--- config.mk ---
export PLATFORM = sky130hd
export DESIGN_NAME = disp_scan_ctrl
export DESIGN_NICKNAME = d
export VERILOG_FILES = /design/src/rtl/disp_scan_ctrl.sv
export SDC_FILE = /design/constraint.sdc
export NUM_CORES = 1
export LEC_CHECK = 0
export CORE_MARGIN = 2
export CORE_UTILIZATION = 45
export CTS_BUF_LIST = sky130_fd_sc_hd__clkbuf_8
export DETAILED_ROUTE_END_ITERATION = 10
export GPL_ROUTABILITY_DRIVEN = 0
export HOLD_SLACK_MARGIN = 0.02
export PLACE_DENSITY = 0.69
export SLEW_MARGIN = 25
export SYNTH_ARGS = -nofsm -noshare
export SYNTH_HDL_FRONTEND = slang
export SYNTH_SLANG_ARGS = --single-unit
export TNS_END_PERCENT = 50
--- constraint.sdc ---
create_clock -name clk -period 4.1 [get_ports clk]
set_input_delay 0.82 -clock clk [delete_from_list [all_inputs] [get_ports clk]]
set_output_delay 0.82 -clock clk [all_outputs]
set_load 0.005 [all_outputs]
--- src/rtl/disp_scan_ctrl.sv ---
`default_nettype none
// ============================================================================
// Module   : disp_scan_ctrl
// Purpose  : Digit-scan timing and tear-free frame buffer with per-digit blink
//            for a 4-digit multiplexed display.
// Revision : 1.0 - initial release
// ============================================================================
module disp_scan_ctrl #(
  parameter int DIV_MAX      = 50000,
  parameter int BLINK_FRAMES = 125
) (
  input  logic        clk,
  input  logic        rst,
  input  logic        load,
  input  logic [15:0] hex_in,
  input  logic [3:0]  point_in,
  input  logic [3:0]  blink_en,
  output logic [15:0] Hexs,
  output logic [1:0]  Scan,
  output logic [3:0]  Point,
  output logic [3:0]  Les,
  output logic        frame_tick,
  output logic        pending
);

  localparam int c_cw = (DIV_MAX > 1) ? $clog2(DIV_MAX) : 1;
  localparam int c_fw = (BLINK_FRAMES > 1) ? $clog2(BLINK_FRAMES) : 1;
  localparam logic [c_cw-1:0] c_cnt_last   = c_cw'(DIV_MAX - 1);
  localparam logic [c_fw-1:0] c_frame_last = c_fw'(BLINK_FRAMES - 1);

  logic [c_cw-1:0] r_cnt;
  logic [c_fw-1:0] r_frame_cnt;
  logic            r_blink_phase;
  logic [15:0]     r_sh_hex;
  logic [3:0]      r_sh_point;
  logic [3:0]      r_sh_blink;
  logic [3:0]      r_blink_mask;

  logic            w_slot_end;
  logic            w_boundary;
  logic            w_frame_wrap;
  logic            w_next_phase;
  logic [15:0]     w_next_hex;
  logic [3:0]      w_next_point;
  logic [3:0]      w_next_mask;

  assign w_slot_end   = (r_cnt == c_cnt_last);
  assign w_boundary   = w_slot_end && (Scan == 2'd3);
  assign w_frame_wrap = (r_frame_cnt == c_frame_last);
  assign w_next_phase = w_frame_wrap ? ~r_blink_phase : r_blink_phase;

  // A load coinciding with the boundary bypasses the shadow so it is not
  // delayed by a whole frame.
  always_comb begin
    w_next_hex   = Hexs;
    w_next_point = Point;
    w_next_mask  = r_blink_mask;
    if (load) begin
      w_next_hex   = hex_in;
      w_next_point = point_in;
      w_next_mask  = blink_en;
    end else if (pending) begin
      w_next_hex   = r_sh_hex;
      w_next_point = r_sh_point;
      w_next_mask  = r_sh_blink;
    end
  end

  always_ff @(posedge clk) begin
    if (rst) begin
      r_cnt         <= '0;
      Scan          <= 2'd0;
      Hexs          <= 16'h0000;
      Point         <= 4'h0;
      Les           <= 4'h0;
      r_sh_hex      <= 16'h0000;
      r_sh_point    <= 4'h0;
      r_sh_blink    <= 4'h0;
      r_blink_mask  <= 4'h0;
      pending       <= 1'b0;
      r_frame_cnt   <= '0;
      r_blink_phase <= 1'b0;
      frame_tick    <= 1'b0;
    end else begin
      r_cnt      <= w_slot_end ? '0 : r_cnt + 1'b1;
      frame_tick <= w_boundary;
      if (w_slot_end) begin
        Scan <= Scan + 2'd1;
      end
      if (load) begin
        r_sh_hex   <= hex_in;
        r_sh_point <= point_in;
        r_sh_blink <= blink_en;
      end
      // Every visible output moves only here, so a frame is never torn.
      if (w_boundary) begin
        pending       <= 1'b0;
        Hexs          <= w_next_hex;
        Point         <= w_next_point;
        r_blink_mask  <= w_next_mask;
        r_frame_cnt   <= w_frame_wrap ? '0 : r_frame_cnt + 1'b1;
        r_blink_phase <= w_next_phase;
        Les           <= w_next_mask & {4{w_next_phase}};
      end else if (load) begin
        pending <= 1'b1;
      end
    end
  end

endmodule
`default_nettype wire

# Word-level counts from Yosys, hierarchy flattened
# Index checks and enable logic that the tools add are counted.
# word_totals
regBits	80
word_cells	34
out_inout_bits	28
# classes
eq_ne	3
addsub	3
n_bitwise	2
muxes	8
reduce_logical	5
# op_table
op	count
16-bit 2-to-1 mux	2
16-bit by 1-bit adder with 16-bit output, second input constant	1
16-bit == test, second input constant	1
4-bit 2-to-1 mux	4
7-bit by 1-bit adder with 7-bit output, second input constant	1
7-bit == test, second input constant	1
7-bit 2-to-1 mux	1
4-bit AND	1
2-bit OR reduction	2
2-bit by 1-bit adder with 2-bit output, second input constant	1
2-bit == test, second input constant	1
2-bit AND reduction	1
2-bit nonzero test	1
1-bit logical AND	1
1-bit 2-to-1 mux	1
1-bit inverter	1

# Depth between registers and ports, before layout
# Gate-level depths: netlist (run 1).
# depth
ltp_word	3
ltp_mapped	7

# Least setup slack after synthesis (run 1)
# OpenSTA, ideal clock, no wires.
# synth_timing
path_kind	in2reg
from	input port load
to	register Hexs[0]
slack_ns	1.780
arrival_ns	2.199
t_required_ns	3.979
cell_stages	5
setup_time_ns	0.121
cell_sequence	clkbuf_1 > buf_1 > mux2i_1 > nor2_1 > mux2_2
# synth_via
elab_chain_cells	2
word_cells_on_any_way	3
# synth_lines
element	line	source
from (decl)	14	input logic load,
2-bit nonzero test (no line)	-	
2-bit AND reduction (no line)	-	
to (signal assigned)	98	Hexs <= w_next_hex;
to (decl)	18	output logic [15:0] Hexs,
# Several ways; a longest one is shown, not always the timed one.
# A chain may end at the register's enable or synchronous reset.

# Final worst setup path (run 1)
# layout_timing
from	register r_cnt[11]
to	register Les[3]
# layout_via
elab_chain_cells	2
# layout_lines
element	line	source
from (decl)	31	logic [c_cw-1:0] r_cnt;
from (signal assigned)	85	r_cnt <= w_slot_end ? '0 : r_cnt + 1'b1;
16-bit == test	47	assign w_slot_end = (r_cnt == c_cnt_last);
1-bit logical AND	48	assign w_boundary = w_slot_end && (Scan == 2'd3);
to (signal assigned)	103	Les <= w_next_mask & {4{w_next_phase}};
to (decl)	21	output logic [3:0] Les,
# No other way between the ends.

==> impl_summary.log, run 1 <==
[metrics] status: finished, final reports clean
[metrics] y dimension of the die: 89.1 um
[metrics] Hold Fails Final Rpt: 0
[metrics] fraction of post-synthesis cell area in the top cell type by area: 49.2%
[metrics] flops & latches, synth: 80
[metrics] end of the worst hold path: r_blink_mask[1]
[metrics] post-route minimum period: 2.34 ns
[metrics] setup repair after global routing missed its margin: false
[metrics] antenna cells: 0
[metrics] worst slew margin relative to its limit: 36.4%
[metrics] utilization after layout: 57.0%
[metrics] total nets after synthesis: 368
[metrics] average routed wire per standard cell: 12.7 um
[metrics] CP required: 4.39 ns
[metrics] Nets: 416
[metrics] CTS Root Buffer Type: sky130_fd_sc_hd__clkbuf_8
[metrics] clock sink total: 80
[metrics] horizontal die dimension: 89.1 um
[metrics] Worst Skew: 0.0112 ns
[metrics] clock tree from TritonCTS: done
[metrics] violation count after the first detailed-route iteration: 57
[metrics] warning count from the yosys run: 0
[metrics] sum of routed wire length over all layers: 6.22 mm
[metrics] type of the worst setup path: flip-flop to flip-flop
[metrics] most common library cell in the layout ignoring fill and taps: sky130_fd_sc_hd__dfxtp_1
[metrics] TritonCTS Buffers: 9
[metrics] drt drc: 0
[metrics] clock latency on the worst-skew pair: 0.35 ns
[metrics] number of standard cells after synthesis: 337
[metrics] capturing element type of the critical path: flip-flop
[metrics] area of the die: 7940 um^2
[metrics] Layout area overhead: 25.0%
[metrics] upper clock frequency limit: 428 MHz
[metrics] pins over their slew limit: 0
[metrics] category of the worst setup path launch point: flip-flop
[metrics] post-detailed-route count of antenna-violating nets: 0
[metrics] setup total negative slack: 0 ns
[metrics] final cycle utilization of the critical path: 57.0%
[metrics] pin count of the biggest net entering global routing: 55
[metrics] EDFF count, synth: 0
[metrics] Total Routing Usage GR: 16.0%
[metrics] combined area of the multi-input logic cells: 1560 um^2
[metrics] reported max-cap violation count: 0
[metrics] r2r setup slk: 1.76 ns
[metrics] H-tree depth: 3
[metrics] leading post-synthesis cells by cell area: sky130_fd_sc_hd__dfxtp_1 49%, sky130_fd_sc_hd__mux2i_1 8.6%, sky130_fd_sc_hd__mux2_2 6.9%, sky130_fd_sc_hd__nor2_1 5.6%, sky130_fd_sc_hd__nor2b_1 4.0%
[metrics] count of buffers inserted at the top-level ports: 54
[metrics] global route total overflow: 0
[metrics] Post-synth ARST share: 0%
[metrics] number of failing setup endpoints in the final timing report: 0
[metrics] via density per instance: 4.98
[metrics] most used cells in the layout excluding fill and tap cells: 80 x sky130_fd_sc_hd__dfxtp_1, 53 x sky130_fd_sc_hd__clkdlybuf4s50_1, 49 x sky130_fd_sc_hd__nor2_1, 28 x sky130_fd_sc_hd__mux2i_1, 21 x sky130_fd_sc_hd__nor2b_1
[metrics] worst reg-to-reg path cell count: 4
[metrics] Core Box Area: 7140 um^2
[metrics] num ports: 55
[metrics] number of distinct library cells after synthesis: 38
[metrics] Max Buffers Root-to-Sink: 2
[metrics] share of post-route cells with drive strength above 1: 11.5%
[metrics] measured slew at the worst slew-check pin: 0.955 ns
[metrics] critical path arrival: 2.63 ns
[metrics] antenna violations before repair: 0
[metrics] Power Dens Cells: 363 nW/um^2
[metrics] number of buffers inserted for hold repair after clock tree synthesis: 0
[metrics] type of the tightest min-delay check: flip-flop to flip-flop
[metrics] DR vias: 2436
[metrics] maximum resistive drop on vdd: 170 uV
[metrics] total standard cell area after synthesis: 3260 um^2
[metrics] Std-Cell Rows: 31
[metrics] cell accounting for the most synthesized area: sky130_fd_sc_hd__dfxtp_1
[metrics] number of fill cells in the layout: 663
[metrics] iteration count of the initial detailed-routing pass: 4
[metrics] via count of the first global-routing pass: 2183
[metrics] Setup Fix Bufs, Post-CTS: 0
[metrics] part of the Yosys area used for sequential elements: 49.2%
[metrics] worst hold path stage count: 2
[metrics] reg-to-reg critical path endpoint: Les[3]
[metrics] static leakage power: 0.00153 uW
[metrics] Post-synth top flop: sky130_fd_sc_hd__dfxtp_1
[metrics] min-delay src: r_blink_mask[1]
[metrics] source of the worst register-to-register timing path: r_cnt[11]
[metrics] syn_area_per_cell: 9.67 um^2
[metrics] placed wire-length estimate: 4.09 mm
[metrics] clock-pin transition on the worst setup and hold timing paths: 0.08 ns
[metrics] initial core utilization: 45.7%
[metrics] storage element area: 1600 um^2
[metrics] global-route wire length before repair: 9.87 mm
[metrics] CTS-repair resized insts: 0
[metrics] critical path peak fanout: 22
[critical path: stages (launching register included)]
cell and delay [ns]:
sky130_fd_sc_hd__dfxtp_1 0.37, sky130_fd_sc_hd__or4_4 0.57, sky130_fd_sc_hd__or4_4 0.69, sky130_fd_sc_hd__or4_1 0.54
sky130_fd_sc_hd__o21ai_1 0.11
[Yosys cell counts (4+ instances only)]
master                      n
sky130_fd_sc_hd__nor2_1    49
sky130_fd_sc_hd__o21ai_0    8
sky130_fd_sc_hd__xnor2_1   12
sky130_fd_sc_hd__clkbuf_1  13
sky130_fd_sc_hd__nand3_1   14
sky130_fd_sc_hd__o211ai_1   4
sky130_fd_sc_hd__a21oi_1   13
sky130_fd_sc_hd__buf_1      5
sky130_fd_sc_hd__mux2_2    20
sky130_fd_sc_hd__mux2i_1   28
sky130_fd_sc_hd__nand2_1   14
sky130_fd_sc_hd__ha_1       4
sky130_fd_sc_hd__nor2b_1   21
sky130_fd_sc_hd__nand4_1    4
sky130_fd_sc_hd__nor4_1     5
sky130_fd_sc_hd__dfxtp_1   80
sky130_fd_sc_hd__inv_1      6
sky130_fd_sc_hd__xor2_1     4
sky130_fd_sc_hd__nor3_1     5
[registers in the layout, summed over array words and instances, names as in the netlist, 2 cells and up]
register      flops
Hexs             16
r_cnt            16
r_sh_hex         16
r_frame_cnt       7
Les               4
Point             4
r_blink_mask      4
r_sh_blink        4
r_sh_point        4
Scan              2
[worst max path at each step]
| stage | from | to | slack (ns) | cells after the start |
|---|---|---|---|---|
| finish | r_cnt[11] | Les[3] | 1.76 | 4 |
| global placement | load | Hexs[12] | 1.47 | 3 |
| detailed placement | load | Hexs[15] | 1.43 | 3 |
| floorplan | load | Hexs[0] | 1.78 | 5 |
| CTS | r_cnt[11] | Les[3] | 1.76 | 4 |
| global route | load | r_blink_mask[0] | 1.63 | 6 |
[layout make-up]
class | instances | share of cell area (%)
Clock buffer | 9 | 3.04
Clock inverter | 7 | 1.97
Inverter | 7 | 0.645
Multi-Input combinational cell | 230 | 38.3
Sequential cell | 80 | 39.3
Tap cell | 99 | 3.04
Timing Repair Buffer | 57 | 13.7
[per-stage QoR]
stage	std cells	power (uW)	cell area, um^2	setup WS, ns	hold slack (ns)
after detailed placement	473	904	3860	1.43	0.446
after global placement	473	902	3860	1.47	0.440
after global routing	489	1530	4070	1.63	0.490
final	489	1480	4070	1.76	0.456
after CTS	489	1490	4060	1.76	0.458
after floorplan	337	866	3260	1.78	0.427
[where the power goes]
group          switching, uW  total (uW)  internal, uW  leakage (uW)
logic                   40.2        82.7          42.5      0.000778
registers               9.07         802           793      0.000650
clock network            303         592           288      0.000102
total                    352        1480          1120       0.00153
[cells by family (layout without fill, tap and decap cells)]
kind of cell,after synthesis,count (layout),share of synthesized area [%]
buffers and inverters,27,80,3.38
muxes,48,48,15.5
AOI/OAI and AO/OA,33,33,5.95
and+or+nand+nor,129,129,20.2
DFF,80,80,49.2
xor gates and xnor gates,16,16,4.30
adders and majority gates,4,4,1.54
[routing by layer]
layer | vias up | track usage [%] | routed length, um
li1 | 1262 | - | -
met1 | 1119 | 21.1 | 3010
met2 | 42 | 24.5 | 2840
met3 | 13 | 3.23 | 229
met4 | 0 | 8.96 | 148
met5 | - | 0 | 0
Note: power is estimated with default switching activity, not from simulation.
==> inputs of run 2 (changes only) <==
==> constraint.sdc (replaced) <==
create_clock -name clk -period 2.3 [get_ports clk]
set_input_delay 0.46 -clock clk [delete_from_list [all_inputs] [get_ports clk]]
set_output_delay 0.46 -clock clk [all_outputs]
set_load 0.005 [all_outputs]
==> run 2 against run 1 <==
  * Worst hold slack worse by 0.0010 ns
  * Combinational power up 92%
  * Sequential power up 78%
  * Clock skew up 0.0038 ns
  * Global-route usage up 0.44 points
  * Fmax up 6.2%
  * Utilization up 1.3 points
  * Power up 83%
==> impl_summary.log, run 2 (synthesized netlist as in run 1, its figures left out) <==
[metrics] status: finished, final reports clean
[metrics] largest registers ranked by flip-flop count: Hexs: 16 flops, r_cnt: 16 flops, r_sh_hex: 16 flops
[metrics] cell area after layout: 4170 um^2 (+2.3%)
[metrics] Layout area overhead: 27.9%
[metrics] first element of the critical path: r_cnt[10]
[metrics] y dimension of the die: 89.1 um (unchanged)
[metrics] pins over their slew limit: 0 (unchanged)
[metrics] Worst Skew: 0.0151 ns (+0.00384 ns)
[metrics] Setup Fix Bufs, Post-CTS: 0 (unchanged)
[metrics] critical path arrival: 2.49 ns (-0.14 ns)
[metrics] TritonCTS Buffers: 9 (unchanged)
[metrics] antenna violations before repair: 0 (unchanged)
[metrics] capturing element type of the critical path: flip-flop
[metrics] measured slew at the worst slew-check pin: 0.589 ns (-0.366 ns)
[metrics] worst hold path stage count: 2 (unchanged)
[metrics] global route total overflow: 0 (unchanged)
[metrics] setup total negative slack: 0 ns (unchanged)
[metrics] violation count after the first detailed-route iteration: 47 (-18%)
[metrics] Power Dens Cells: 650 nW/um^2 (+79%)
[metrics] number of failing setup endpoints in the final timing report: 0 (unchanged)
[metrics] number of buffers inserted for hold repair after clock tree synthesis: 0 (unchanged)
[metrics] drt drc: 0 (unchanged)
[metrics] post-route minimum period: 2.20 ns (-0.137 ns)
[metrics] Setup WS post-layout: 0.0986 ns (-1.66 ns)
[metrics] most common library cell in the layout ignoring fill and taps: sky130_fd_sc_hd__dfxtp_1
[metrics] source of the worst register-to-register timing path: r_cnt[10]
[metrics] category of the worst setup path launch point: flip-flop
[metrics] CTS Root Buffer Type: sky130_fd_sc_hd__clkbuf_8
[metrics] setup repair after global routing missed its margin: false
[metrics] CTS-repair resized insts: 0 (unchanged)
[metrics] worst slew margin relative to its limit: 60.7% (+24 points)
[metrics] upper clock frequency limit: 454 MHz (+6.2%)
[metrics] r2r setup slk: 0.1 ns (-1.66 ns)
[metrics] Core Box Area: 7140 um^2 (unchanged)
[metrics] share of post-route cells with drive strength above 1: 13.5% (+2.0 points)
[metrics] Post-Place Setup Slack: 0.0961 ns (-1.34 ns)
[metrics] number of fill cells in the layout: 644 (-2.9%)
[metrics] clock-pin transition on the worst setup and hold timing paths: 0.08 ns (about the same)
[metrics] post-detailed-route count of antenna-violating nets: 0 (unchanged)
[metrics] type of the worst setup path: flip-flop to flip-flop
[metrics] H-tree depth: 3 (unchanged)
[metrics] combined area of the multi-input logic cells: 1550 um^2 (-0.48%)
[metrics] CP required: 2.59 ns (-1.80 ns)
[metrics] critical path peak fanout: 15 (-32%)
[metrics] type of the tightest min-delay check: flip-flop to flip-flop
[metrics] reported max-cap violation count: 0 (unchanged)
[metrics] static leakage power: 0.00158 uW (+3.6%)
[metrics] num ports: 55 (unchanged)
[metrics] area of the die: 7940 um^2 (unchanged)
[metrics] end of the worst hold path: r_blink_mask[2]
[metrics] global-route wire length before repair: 10.1 mm (+2.2%)
[metrics] Hold Fails Final Rpt: 0 (unchanged)
[metrics] count of buffers inserted at the top-level ports: 54 (unchanged)
[metrics] clock latency on the worst-skew pair: 0.35 ns (about the same)
[metrics] via density per instance: 4.96 (-0.35%)
[metrics] iteration count of the initial detailed-routing pass: 4 (unchanged)
[metrics] Total Routing Usage GR: 16.4% (+0.44 points)
[metrics] antenna cells: 0 (unchanged)
[metrics] average routed wire per standard cell: 12.9 um (+1.5%)
[metrics] storage element area: 1600 um^2 (unchanged)
[metrics] sum of internal, switching and leakage power: 2710 uW (+83%)
[metrics] Std-Cell Rows: 31 (unchanged)
[metrics] clock sink total: 80 (unchanged)
[metrics] initial core utilization: 45.7% (unchanged)
[metrics] final cycle utilization of the critical path: 95.7% (+39 points)
[metrics] most used cells in the layout excluding fill and tap cells: 80 x sky130_fd_sc_hd__dfxtp_1, 53 x sky130_fd_sc_hd__clkdlybuf4s50_1, 49 x sky130_fd_sc_hd__nor2_1, 28 x sky130_fd_sc_hd__mux2i_1, 21 x sky130_fd_sc_hd__nor2b_1
[metrics] horizontal die dimension: 89.1 um (unchanged)
[metrics] sum of routed wire length over all layers: 6.44 mm (+3.6%)
[metrics] maximum resistive drop on vdd: 412 uV (+140%)
[metrics] Max Buffers Root-to-Sink: 2 (unchanged)
[metrics] min-delay src: r_blink_mask[2]
[metrics] reg-to-reg critical path endpoint: Les[3]
[metrics] Nets: 426 (+2.4%)
[metrics] DR vias: 2477 (+1.7%)
[metrics] pin count of the biggest net entering global routing: 32 (-42%)
[metrics] via count of the first global-routing pass: 2221 (+1.7%)
[metrics] placed cell area: 3950 um^2 (+2.3%)
[metrics] placed wire-length estimate: 4.54 mm (+11%)
[metrics] worst reg-to-reg path cell count: 4 (unchanged)
[metrics] clock tree from TritonCTS: done
==> run 2: critical path, cell delays in order (launching register included) <==
cell	delay, ns
sky130_fd_sc_hd__dfxtp_1	0.34
sky130_fd_sc_hd__or4_4	0.53
sky130_fd_sc_hd__or4_4	0.64
sky130_fd_sc_hd__or4_1	0.52
sky130_fd_sc_hd__o21ai_1	0.11
==> run 2: cell type report <==
cell class / instances / share of cell area, %
clock inverters: 7 / 2.28
well taps: 99 / 2.97
clock buffers: 9 / 2.97
repair buffers: 67 / 15.5
inverters: 7 / 0.631
multi-input cells: 230 / 37.2
flip-flops and latches: 80 / 38.4
==> run 2: worst max path at each step <==
stage                      to  slack (ns)  depth (start not counted)
finish                 Les[3]         0.1                          4
global route           Les[3]        0.05                          4
CTS                    Les[3]        0.09                          4
detailed placement     Les[3]         0.1                          4
global placement       Les[3]         0.1                          4
floorplan           r_cnt[10]        0.18                          6
==> run 2: layer usage <==
layer | wire (um) | part of all wire (%) | global-route usage [%]
met1 | 3020 | 47 | 21.0
met2 | 3100 | 48 | 26.7
met3 | 230 | 3.6 | 3.14
met4 | 97 | 1.5 | 8.14
met5 | 0 | 0 | 0
==> run 2: report_power, final <==
| group | leakage [uW] | total (uW) | switching, uW | internal (uW) |
|---|---|---|---|---|
| sequential | 0.000650 | 1430 | 14.1 | 1410 |
| clock | 0.000103 | 1120 | 510 | 610 |
| combinational | 0.000831 | 159 | 75.2 | 84.2 |
| total | 0.00158 | 2710 | 600 | 2110 |
==> run 2: metrics by stage <==
step	std cells	utilization (%)	hold slack, ns
detailed placement	483	55.3	0.450
global route	499	58.4	0.476
floorplan	337	-	0.427
CTS	499	58.4	0.461
global placement	483	55.3	0.439
finish	499	58.4	0.455
